File: config.mk
export PLATFORM = sky130hd
export DESIGN_NAME = parity_frame_rx
export DESIGN_NICKNAME = d
export VERILOG_FILES = /design/src/rtl/parity_frame_rx.sv
export SDC_FILE = /design/constraint.sdc
export NUM_CORES = 1
export LEC_CHECK = 0
export CORE_MARGIN = 2
export CORE_UTILIZATION = 49
export CTS_CLUSTER_SIZE = 8
export DETAILED_ROUTE_END_ITERATION = 16
export GPL_TIMING_DRIVEN = 0
export HOLD_SLACK_MARGIN = 0.12
export PLACE_DENSITY = 0.76
export RECOVER_POWER = 25
export SLEW_MARGIN = 0
export SYNTH_ARGS = -nofsm -noshare
export SYNTH_HDL_FRONTEND = slang
export SYNTH_SLANG_ARGS = --single-unit
export TNS_END_PERCENT = 5
File: constraint.sdc
create_clock -name clk -period 2.2 [get_ports clk]
set_clock_uncertainty 0.15 [all_clocks]
set_input_delay 0.66 -clock clk [delete_from_list [all_inputs] [get_ports clk]]
set_output_delay 0.66 -clock clk [all_outputs]
set_load 0.02 [all_outputs]
File: src/rtl/parity_frame_rx.sv
// Serial frame receiver: start / DATA_W data bits (MSB first) / parity / stop.
// Presents the received data and parity bit in parallel together with the parity
// and framing check results. The frame is held until the consumer accepts it.
module parity_frame_rx #(
  parameter int DATA_W     = 4,
  parameter bit ODD_PARITY = 1'b0
) (
  input  logic              clk,
  input  logic              reset,
  input  logic              rx_bit,
  input  logic              rx_valid,
  input  logic              out_ready,
  output logic              out_valid,
  output logic [DATA_W-1:0] data_out,
  output logic              par_out,
  output logic              par_err,
  output logic              frame_err,
  output logic              overrun,
  output logic              busy
);

  typedef enum logic [1:0] {
    IDLE   = 2'd0,
    DATA   = 2'd1,
    PARITY = 2'd2,
    STOP   = 2'd3
  } state_t;

  localparam int CNT_W = (DATA_W > 1) ? $clog2(DATA_W) : 1;
  localparam logic [CNT_W-1:0] LAST_BIT = CNT_W'(DATA_W - 1);

  state_t             state;
  logic [CNT_W-1:0]   bit_cnt;
  logic [DATA_W-1:0]  shift_p0;
  logic               par_bit_p0;
  logic               frame_done;

  // Parity check: the data plus parity bit must XOR to ODD_PARITY.
  function automatic logic parity_fail(input logic [DATA_W-1:0] d, input logic p);
    return (^{d, p}) ^ ODD_PARITY;
  endfunction

  assign frame_done = rx_valid && (state == STOP);
  assign busy       = (state != IDLE);

  // Capture stage: collect data bits and the parity bit as they arrive.
  always_ff @(posedge clk) begin
    if (rx_valid && (state == DATA))
      shift_p0 <= {shift_p0[DATA_W-2:0], rx_bit};
    if (rx_valid && (state == PARITY))
      par_bit_p0 <= rx_bit;
  end

  // Framing FSM and output hold register with the accept/overrun handshake.
  always_ff @(posedge clk) begin
    if (reset) begin
      state     <= IDLE;
      bit_cnt   <= '0;
      out_valid <= 1'b0;
      data_out  <= '0;
      par_out   <= 1'b0;
      par_err   <= 1'b0;
      frame_err <= 1'b0;
      overrun   <= 1'b0;
    end else begin
      if (rx_valid) begin
        case (state)
          IDLE: begin
            if (rx_bit) begin
              state   <= DATA;
              bit_cnt <= '0;
            end
          end
          DATA: begin
            bit_cnt <= bit_cnt + 1'b1;
            if (bit_cnt == LAST_BIT)
              state <= PARITY;
          end
          PARITY:  state <= STOP;
          STOP:    state <= IDLE;
          default: state <= IDLE;
        endcase
      end

      // A completing frame takes the slot if it is empty or being freed this cycle;
      // otherwise it is dropped and the sticky overrun flag records the loss.
      if (frame_done && (!out_valid || out_ready)) begin
        out_valid <= 1'b1;
        data_out  <= shift_p0;
        par_out   <= par_bit_p0;
        par_err   <= parity_fail(shift_p0, par_bit_p0);
        frame_err <= rx_bit;
      end else if (frame_done) begin
        overrun <= 1'b1;
      end else if (out_valid && out_ready) begin
        out_valid <= 1'b0;
      end
    end
  end

endmodule

* Word-level counts from Yosys, hierarchy flattened *
Index checks and enable logic that the tools add are counted.

storage, ports and cells
  flip-flop bits (word level) = 18
  input port bits = 5
  word-level logic and storage cells = 43

cells by class
  mux-type cells = 8
  eq/ne operators = 7
  reduce and logical (&&, ||, !) cells = 16
  bitwise logic cells = 1
  add/sub/neg operators = 1

operator list
  kind                                                              number
  2-bit case mux with 4 select lines                                1
  2-bit == test (second input constant)                             3
  2-bit 2-to-1 mux                                                  3
  3-bit AND reduction                                               2
  2-bit nonzero test                                                3
  1-bit logical AND                                                 5
  5-bit XOR reduction                                               1
  2-bit by 1-bit != test with 1-bit output (second input constant)  2
  2-bit case mux with 2 select lines                                1
  2-bit AND reduction                                               2
  1-bit 2-to-1 mux                                                  3
  2-bit by 1-bit adder with 2-bit output (second input constant)    1
  2-bit by 1-bit == test with 1-bit output (second input constant)  1
  2-bit logical NOT                                                 1
  2-bit != test (second input constant)                             1
  1-bit logical NOT                                                 1
  1-bit logical OR                                                  1
  1-bit inverter                                                    1

* Logic depth before layout (Yosys ltp) *
Gate-level depths: netlist (run 1).

  word-level depth = 5
  depth in mapped cells = 6

* Least setup slack after synthesis (run 1) *
No wires, ideal clock.

  kind = flip-flop to output port
  start point = register state[0]
  end point = output port busy
  setup slack = 0.564 ns
  stages on the path, launching flop included = 4
  arrival = 0.826 ns
  cells stage by stage = dfxtp_1 inv_1 ha_1 inv_1

on the way
  longest elaborated chain between the ends = 1

ends and longest elaborated chain
  element                 line  source
  start, declared         32    state_t state;
  start signal, assigned  57    state <= IDLE;
  start signal, assigned  70    state <= DATA;
  start signal, assigned  77    state <= PARITY;
  2-bit nonzero test      44    assign busy = (state != IDLE);
  end, declared           19    output logic busy

Every way passes these cells.

* Worst setup path after layout (run 1) *
  start point = register data_out[0]
  end point = output port data_out[0]

RTL lines
  element                 line  source
  start, declared         14    output logic [DATA_W-1:0] data_out,
  start signal, assigned  89    data_out <= shift_p0;

No word-level cell between the ends.

==> results.txt, run 1 <==
- At the pin with the least slew margin, the transition time is 0.447 ns.
- Clock tree from TritonCTS: yes
- STA classifies the critical path endpoint as an output port.
- Buffers inserted during clock tree synthesis total 3.
* Synthesized Nets: 80
- Synthesized area divided by synthesized cell count: 11.6 µm²
- The design draws 0.000588 W.
* Delay contributed by the slowest stage of the critical path: 0.60 ns
- STA classifies the critical path startpoint as a register.
* Final Hold Violating Endpoints: 0
* Fraction of power consumed by sequential logic: 0.608
* Fillers: 127
- Number of cells on the critical path: 1
- In this run the cell area measured after placement is 958 µm².
- Worst-path clk slew: 0.10 ns
- Post-synth design cell area: 798 µm²
- For this run, the number of Yosys warnings is 0.
- For this run, the top clock speed supported by timing is 491 MHz.
- Die area: 1970 µm²
* Count of routing violations after the opening detailed-route iteration: 3
* Worst IR Drop VDD: 309 µV
- In this run the worst path has a maximum fanout of 2.
- Cell types occupying the most area after synthesis: dfxtp_1 (33%), edfxtp_1 (19%), mux2i_1 (10%)
* CTS Buffer Depth: 2
- At the end of the flow the core is filled with cells to 0.640.
* Worst path buffer plus inverter count: 1
- Across the run, the number of max-cap violations was 0.
* Wire length of the first global-routing pass: 2130 µm
- CTS H-tree depth: 1
* Number of sinks handled by clock tree synthesis: 18
- Router iterations before antenna repair: 4
- On the final layout, the worst hold slack is 0.326 ns.
* Sum of routed wire length over all layers: 1250 µm
* Instance count along the most critical hold path: 2
- Final number of max-transition violations: 0
* Tcrit/Tclk final: 0.926
- The floorplan has 14 rows.
- Yosys mapped the design onto 24 distinct sky130hd cell types.
- Walking the worst path, the cells encountered are clkdlybuf4s50_1.
- For this run, the register share of the synthesized area comes to 0.514.
* Cell chosen for the clock root: clkbuf_4
* Area share of the leading cell type in the synthesized netlist: 0.326
- During placement, the flow inserted port buffers numbering 14.
- Proportion of power drawn by the clock network: 0.274
- Die height: 44.4 µm
- Summed over all layers, the global routing overflow is 0.
* PD cells: 602 nW/µm²
* Summed area of non-filler cells in the final layout: 976 µm²
- The detail route stage leaves a number of antenna-violating nets equal to 0.
- At the end of routability-driven placement, the weighted congestion stood at 0.677.
- For this design the total switching power over the nets is 0.000141 W.
- Effective utilization at floorplan: 0.524
- Compared with the post-synthesis result, the final layout area differs by 22.3%.
- Entering global routing, the biggest net connects 11 pins.
- Class of the most critical setup path: reg -> out
* Internal Dissipation: 0.000447 W
- In this run the static leakage power is 0.382 nW.
- The repair_antennas step left the layout with diodes totalling 0.
- Half-perimeter wire length after detailed placement: 945 µm
- Horizontal die dimension: 44.4 µm
- The via count of the first global-routing pass was 515.
- In this run, post-CTS hold repair placed 0 buffers.
- The detailed router placed 542 vias in this run.
- After technology mapping, the gate count stands at 69.
- Clock latency on the worst-skew pair: 0.28 ns
* Critical path's top delay family: buffers and inverters
* Wirelength per Cell: 12.1 µm
- Final Setup Violations: 0
* Register-to-Register Path Depth: 6
- Data arrives at the worst endpoint at 1.23 ns.
- Setup repair after global routing left no endpoint under its margin.
- Of the cells placed in the final design, the portion with a size suffix greater than 1 is 0.103.
- The routed design could run at a clock period as short as 2.04 ns.
* Top cell type by total area after synthesis: dfxtp_1
* Number of antenna violations at the first check in global routing: 0
- Floorplan core area: 1520 µm²
* Overall global routing resource usage: 0.151
* Number of design rule violations left after detail routing: 0
- Top Ports: 15
- At the end of the flow, the number of nets in the layout was 99.
- Of the total power, combinational logic draws 0.117.
* Fraction of power spent switching nets: 0.239
- The flow ran to the end, and the final reports show no timing, DRC or antenna violations.
- Vias per cell: 5.26
- The worst pin sits at a relative slew slack of 0.702.
- Type of the tightest min-delay check: reg -> reg
- The largest individual stage delay along the critical path comes from the cell clkdlybuf4s50_1.
- At the worst endpoint, the required time is 1.39 ns.
- The synthesized design contains 18 register bits.
cell type report:
class / instances / area, µm² / area share
plain buffers: 1 / 3.75 / 0.00385
clock buffers: 3 / 22.5 / 0.0231
clock inverters: 1 / 3.75 / 0.00385
inverters: 4 / 15.0 / 0.0154
multi-input cells: 46 / 363 / 0.372
flip-flops and latches: 18 / 413 / 0.423
well taps: 16 / 20.0 / 0.0205
repair buffers: 14 / 135 / 0.138
cells in the mapped netlist (all sizes together):
library cell  instances
a211oi                1
a21oi                 3
a31oi                 1
and2                  2
and2b                 1
clkbuf                1
dfxtp                13
edfxtp                5
ha                    6
inv                   4
mux2                  1
mux2i                 8
nand2                 4
nand4                 1
nor2                 12
nor3                  1
o21ai                 1
o221ai                1
xnor2                 1
xnor3                 1
xor2                  1
metrics by stage:
step                setup TNS, ns  setup slack (ns)  instances
finish                          0             0.163        103
global route                    0             0.105        103
CTS                             0           0.00257        103
detailed placement              0           0.00206         99
global placement         -0.00566          -0.00566         99
floorplan                       0             0.564         69
metal layers:
| layer | part of all wire | vias to the layer above | track usage |
|---|---|---|---|
| li1 | - | 272 | - |
| met1 | 0.45 | 260 | 0.195 |
| met2 | 0.50 | 8 | 0.238 |
| met3 | 0.033 | 2 | 0.0367 |
| met4 | 0.011 | 0 | 0.0727 |
| met5 | 0 | - | 0 |
cell families (layout without fill, tap and decap cells):
kind of cell / count (synthesis) / after routing / share of synthesized area
XOR/XNOR: 3 / 3 / 0.0502
AND/OR/NAND/NOR: 21 / 21 / 0.138
buffers and inverters: 5 / 23 / 0.0235
flip-flops: 18 / 18 / 0.514
multiplexers: 9 / 9 / 0.114
AO/OA/AOI/OAI: 7 / 7 / 0.0658
adder cells (fa/ha/maj): 6 / 6 / 0.0940
registers in the layout (all words and copies together) (netlist names):
name,flops
bit_cnt,2
data_out,4
frame_err,1
out_valid,1
overrun,1
par_bit_p0,1
par_err,1
par_out,1
shift_p0,4
state,2
power by group through the flow:
stage,clock network [W],registers [W],logic (W)
6_report,0.000161,0.000358,0.0000690
5_1_grt,0.000183,0.000359,0.0000784
4_1_cts,0.000168,0.000357,0.0000756
3_5_place_dp,0,0.000364,0.0000762
3_3_place_gp,0,0.000364,0.0000741
2_1_floorplan,0,0.000364,0.0000485
worst paths after layout:
kind	from	endpoint	slack (ns)
worst max-delay path	data_out[0]	data_out[0]	0.16
worst min-delay path	overrun	overrun	0.33
worst max register to register	state[0]	bit_cnt[0]	0.57
worst min register to register	overrun	overrun	0.33
cells in the final DEF, fill, tap and decap left out, types with 2 or more instances in the layout:
master	count
ha_1	6
edfxtp_1	5
clkbuf_4	3
nand2_1	3
a21oi_1	2
dfxtp_1	11
nor2_1	11
mux2i_1	8
and2_1	2
inv_1	4
clkdlybuf4s50_1	10
dlygate4sd3_1	3
dfxtp_2	2
what timing repair did:
item,4_1_cts,5_1_grt
setup buffers,0,0
hold endpoints to repair,0,0
gates resized for setup,3,3
setup endpoints to repair,1,1
Note: power is estimated with default switching activity, not from simulation.
==> run 2, diff against run 1 <==
--- a/config.mk
+++ b/config.mk
@@ -12,7 +12,7 @@
 export GPL_TIMING_DRIVEN = 0
 export HOLD_SLACK_MARGIN = 0.12
 export PLACE_DENSITY = 0.76
-export RECOVER_POWER = 25
+export RECOVER_POWER = 50
 export SLEW_MARGIN = 0
 export SYNTH_ARGS = -nofsm -noshare
 export SYNTH_HDL_FRONTEND = slang
==> run 2 against run 1 <==
Effect of this change: clock power about the same; critical path depth did not move; setup slack better by 0.0014 ns; global-route usage stayed put; design area unchanged; routed wire length is essentially flat; die area is the same; non-clock buffer count is the same; register-to-register slack barely moved; largest cell class unchanged; highest routed layer unchanged.
==> results.txt, run 2 (synthesis gave the netlist of run 1 again) <==
- WP data required: 1.39 ns (about the same)
- The top achievable clock speed came to 491 MHz (about the same).
* Critical path's top delay family: buffers and inverters
- STA classifies the critical path startpoint as a register.
- Sum of routed wire length over all layers: 1250 µm (about the same)
* Vias per cell: 5.28 (+0.37%)
- The flow ran to the end, and the final reports show no timing, DRC or antenna violations.
- Tcrit/Tclk final: 0.925 (about the same)
* Antenna diode count: 0 (unchanged)
* Clock tree from TritonCTS: yes
* Reg-to-reg endpoint: bit_cnt[0]
- Traced cell by cell, the critical path runs through clkdlybuf4s50_1.
- The count of filler cells inserted in the layout came to 127 (unchanged).
- The worst register-to-register path begins at state[0].
- The final cell utilization of the core was 0.640 (unchanged).
- The via total after detailed routing was 544 (+0.37%).
* Wirelength per Cell: 12.1 µm (about the same)
* Wire length of the first global-routing pass: 2130 µm (unchanged)
- The TritonCTS sink count came to 18 (unchanged).
- Overflow left after global routing: 0 (unchanged)
- The total setup violations reported at the end of the flow is 0 (unchanged).
- Register-to-register path setup slack: 0.56 ns (about the same)
- The maximum fanout along the worst path was 2 (unchanged).
- Number of design rule violations left after detail routing: 0 (unchanged)
* Via count of the first global-routing pass: 515 (unchanged)
* Final-stage net count: 99 (unchanged)
- Die height: 44.4 µm (unchanged)
- PD cells: 604 nW/µm² (+0.20%)
* Port Buf Inserts: 14 (unchanged)
* Final RePlAce weighted congestion: 0.677 (unchanged)
- The number of cells on the worst reg-to-reg path is 6 (unchanged).
* Data arrival time of the worst path: 1.23 ns (about the same)
- The count of pins over their slew limit is 0 (unchanged).
- TNS Setup: 0 ns (unchanged)
- Hold Path Origin: overrun
- The root buffer cell chosen for the clock tree is clkbuf_4.
- Largest registers: data_out: 4 flops, shift_p0: 4 flops
* Critical-path top delay cell: clkdlybuf4s50_1
- Worst IR Drop VDD: 308 µV (-0.55%)
- The relative contribution of the clock network to total power was 0.275 (about the same).
- The maximum single-stage delay on the critical path is 0.60 ns (about the same).
* Transition time at the pin with the least slew margin: 0.453 ns (+0.00647 ns)
* Die area: 1970 µm² (unchanged)
- The number of max-capacitance violations reported was 0 (unchanged).
- Sort of element at the end of the critical path: output port
- The tightest min-delay check is of the reg -> reg type.
- Worst slew margin relative to its limit: 0.698 (-0.00431)
- Leaving out fill and tap cells, the most frequent cells in the layout are nor2_1 (11), dfxtp_1 (11), clkdlybuf4s50_1 (10).
- The switching part of the total came to 0.241 (+0.00160).
* Half-perimeter wire length after detailed placement: 945 µm (unchanged)
* Floorplan core area: 1520 µm² (unchanged)
- Minimum clock period after layout: 2.04 ns (-0.00140 ns)
- The final hold violation count is 0 (unchanged).
- The CTS clock-pin slew for the worst setup and hold paths is 0.10 ns (about the same).
* Signed area change from the synthesized netlist to the final layout: 22.3% (unchanged)
- Fraction of power consumed by sequential logic: 0.607 (about the same)
- The number of cells on the worst hold path came to 2 (unchanged).
* Router iterations before antenna repair: 2 (-2)
* Worst path buffer plus inverter count: 1 (unchanged)
- RSZ-0062 raised after global routing: false
* Endpoint, Worst Hold: overrun
- CTS hold repair buffers: 0 (unchanged)
- Pin count of the biggest net entering global routing: 11 (unchanged)
- Class of the most critical setup path: reg -> out
- The leakage power of the design came to 0.381 nW (-0.24%).
- Count of standard-cell rows: 14 (unchanged)
- The DRC marker count from the first detailed-route iteration came to 1 (-2).
* Layout cells sized above 1: 0.103 (unchanged)
- Comb power frac: 0.117 (about the same)
- The top-level I/O count was 15 (unchanged).
- CTS H-tree depth: 1 (unchanged)
- Total CTS buffers: 3 (unchanged)
- The maximum buffer depth of the clock tree is 2 (unchanged).
- The cell internal power dissipation is 0.000447 W (about the same).
- The net switching power of the design is 0.000142 W (+0.87%).
- Number of post-CTS setup repair buffers: 0 (unchanged)
- Remaining antenna violation count: 0 (unchanged)
- The effective utilization at floorplan was 0.524 (unchanged).
- Horizontal die dimension: 44.4 µm (unchanged)
* Clock latency on the worst-skew pair: 0.28 ns (about the same)
* Overall global routing resource usage: 0.151 (unchanged)
* Number of antenna violations at the first check in global routing: 0 (unchanged)
run 2: cell counts in the layout (fill, tap and decap cells not counted):
No cell type changed its count.
run 2: through the flow:
stage	instances	worst slack, ns	power [W]	instance area (µm²)	hold slack, ns
after floorplan	69	0.564	0.000412	798	0.280
after global placement	99	-0.00566	0.000438	958	0.296
final	103	0.164	0.000589	976	0.327
after global routing	103	0.105	0.000620	976	0.346
after CTS	103	0.00257	0.000601	986	0.326
after detailed placement	99	0.00206	0.000441	958	0.311
run 2: area by class of cell:
class | count | area (µm²) | area share
Sequential cell | 18 | 413 | 0.423
Inverter | 4 | 15.0 | 0.0154
Timing Repair Buffer | 14 | 135 | 0.138
Clock inverter | 1 | 3.75 | 0.00385
Buffer | 1 | 3.75 | 0.00385
Multi-Input combinational cell | 46 | 363 | 0.372
Tap cell | 16 | 20.0 | 0.0205
Clock buffer | 3 | 22.5 | 0.0231
run 2: how the worst max path moves through the flow:
stage                     start           to  slack [ns]  cells past startpoint
finish              data_out[0]  data_out[0]        0.16                      1
global route            par_err      par_err        0.10                      1
CTS                    state[0]         busy       0.003                      4
detailed placement     state[0]         busy       0.002                      4
global placement       state[0]         busy      -0.006                      4
floorplan              state[0]         busy        0.56                      3
run 2: power groups by stage:
stage | clock [W] | sequential [W] | combinational [W]
2_1_floorplan | 0 | 0.000364 | 0.0000485
3_3_place_gp | 0 | 0.000364 | 0.0000741
3_5_place_dp | 0 | 0.000364 | 0.0000762
4_1_cts | 0.000168 | 0.000357 | 0.0000756
5_1_grt | 0.000183 | 0.000359 | 0.0000784
6_report | 0.000162 | 0.000358 | 0.0000692
run 2: timing repair:
item | in CTS | in global routing
endpoints found under the hold margin | 0 | 0
gates resized for setup | 3 | 3
setup endpoints to repair | 1 | 1
run 2: routing by layer:
metal	part of all wire	vias to the layer above	global-route usage
li1	-	272	-
met1	0.45	262	0.195
met2	0.50	8	0.238
met3	0.032	2	0.0367
met4	0.011	0	0.0727
met5	0	-	0
run 2: worst min-delay path: stages (launching register included):
cell and delay (ns):
dfxtp_1 0.34, a31oi_1 0.04, nor2_1 0.07
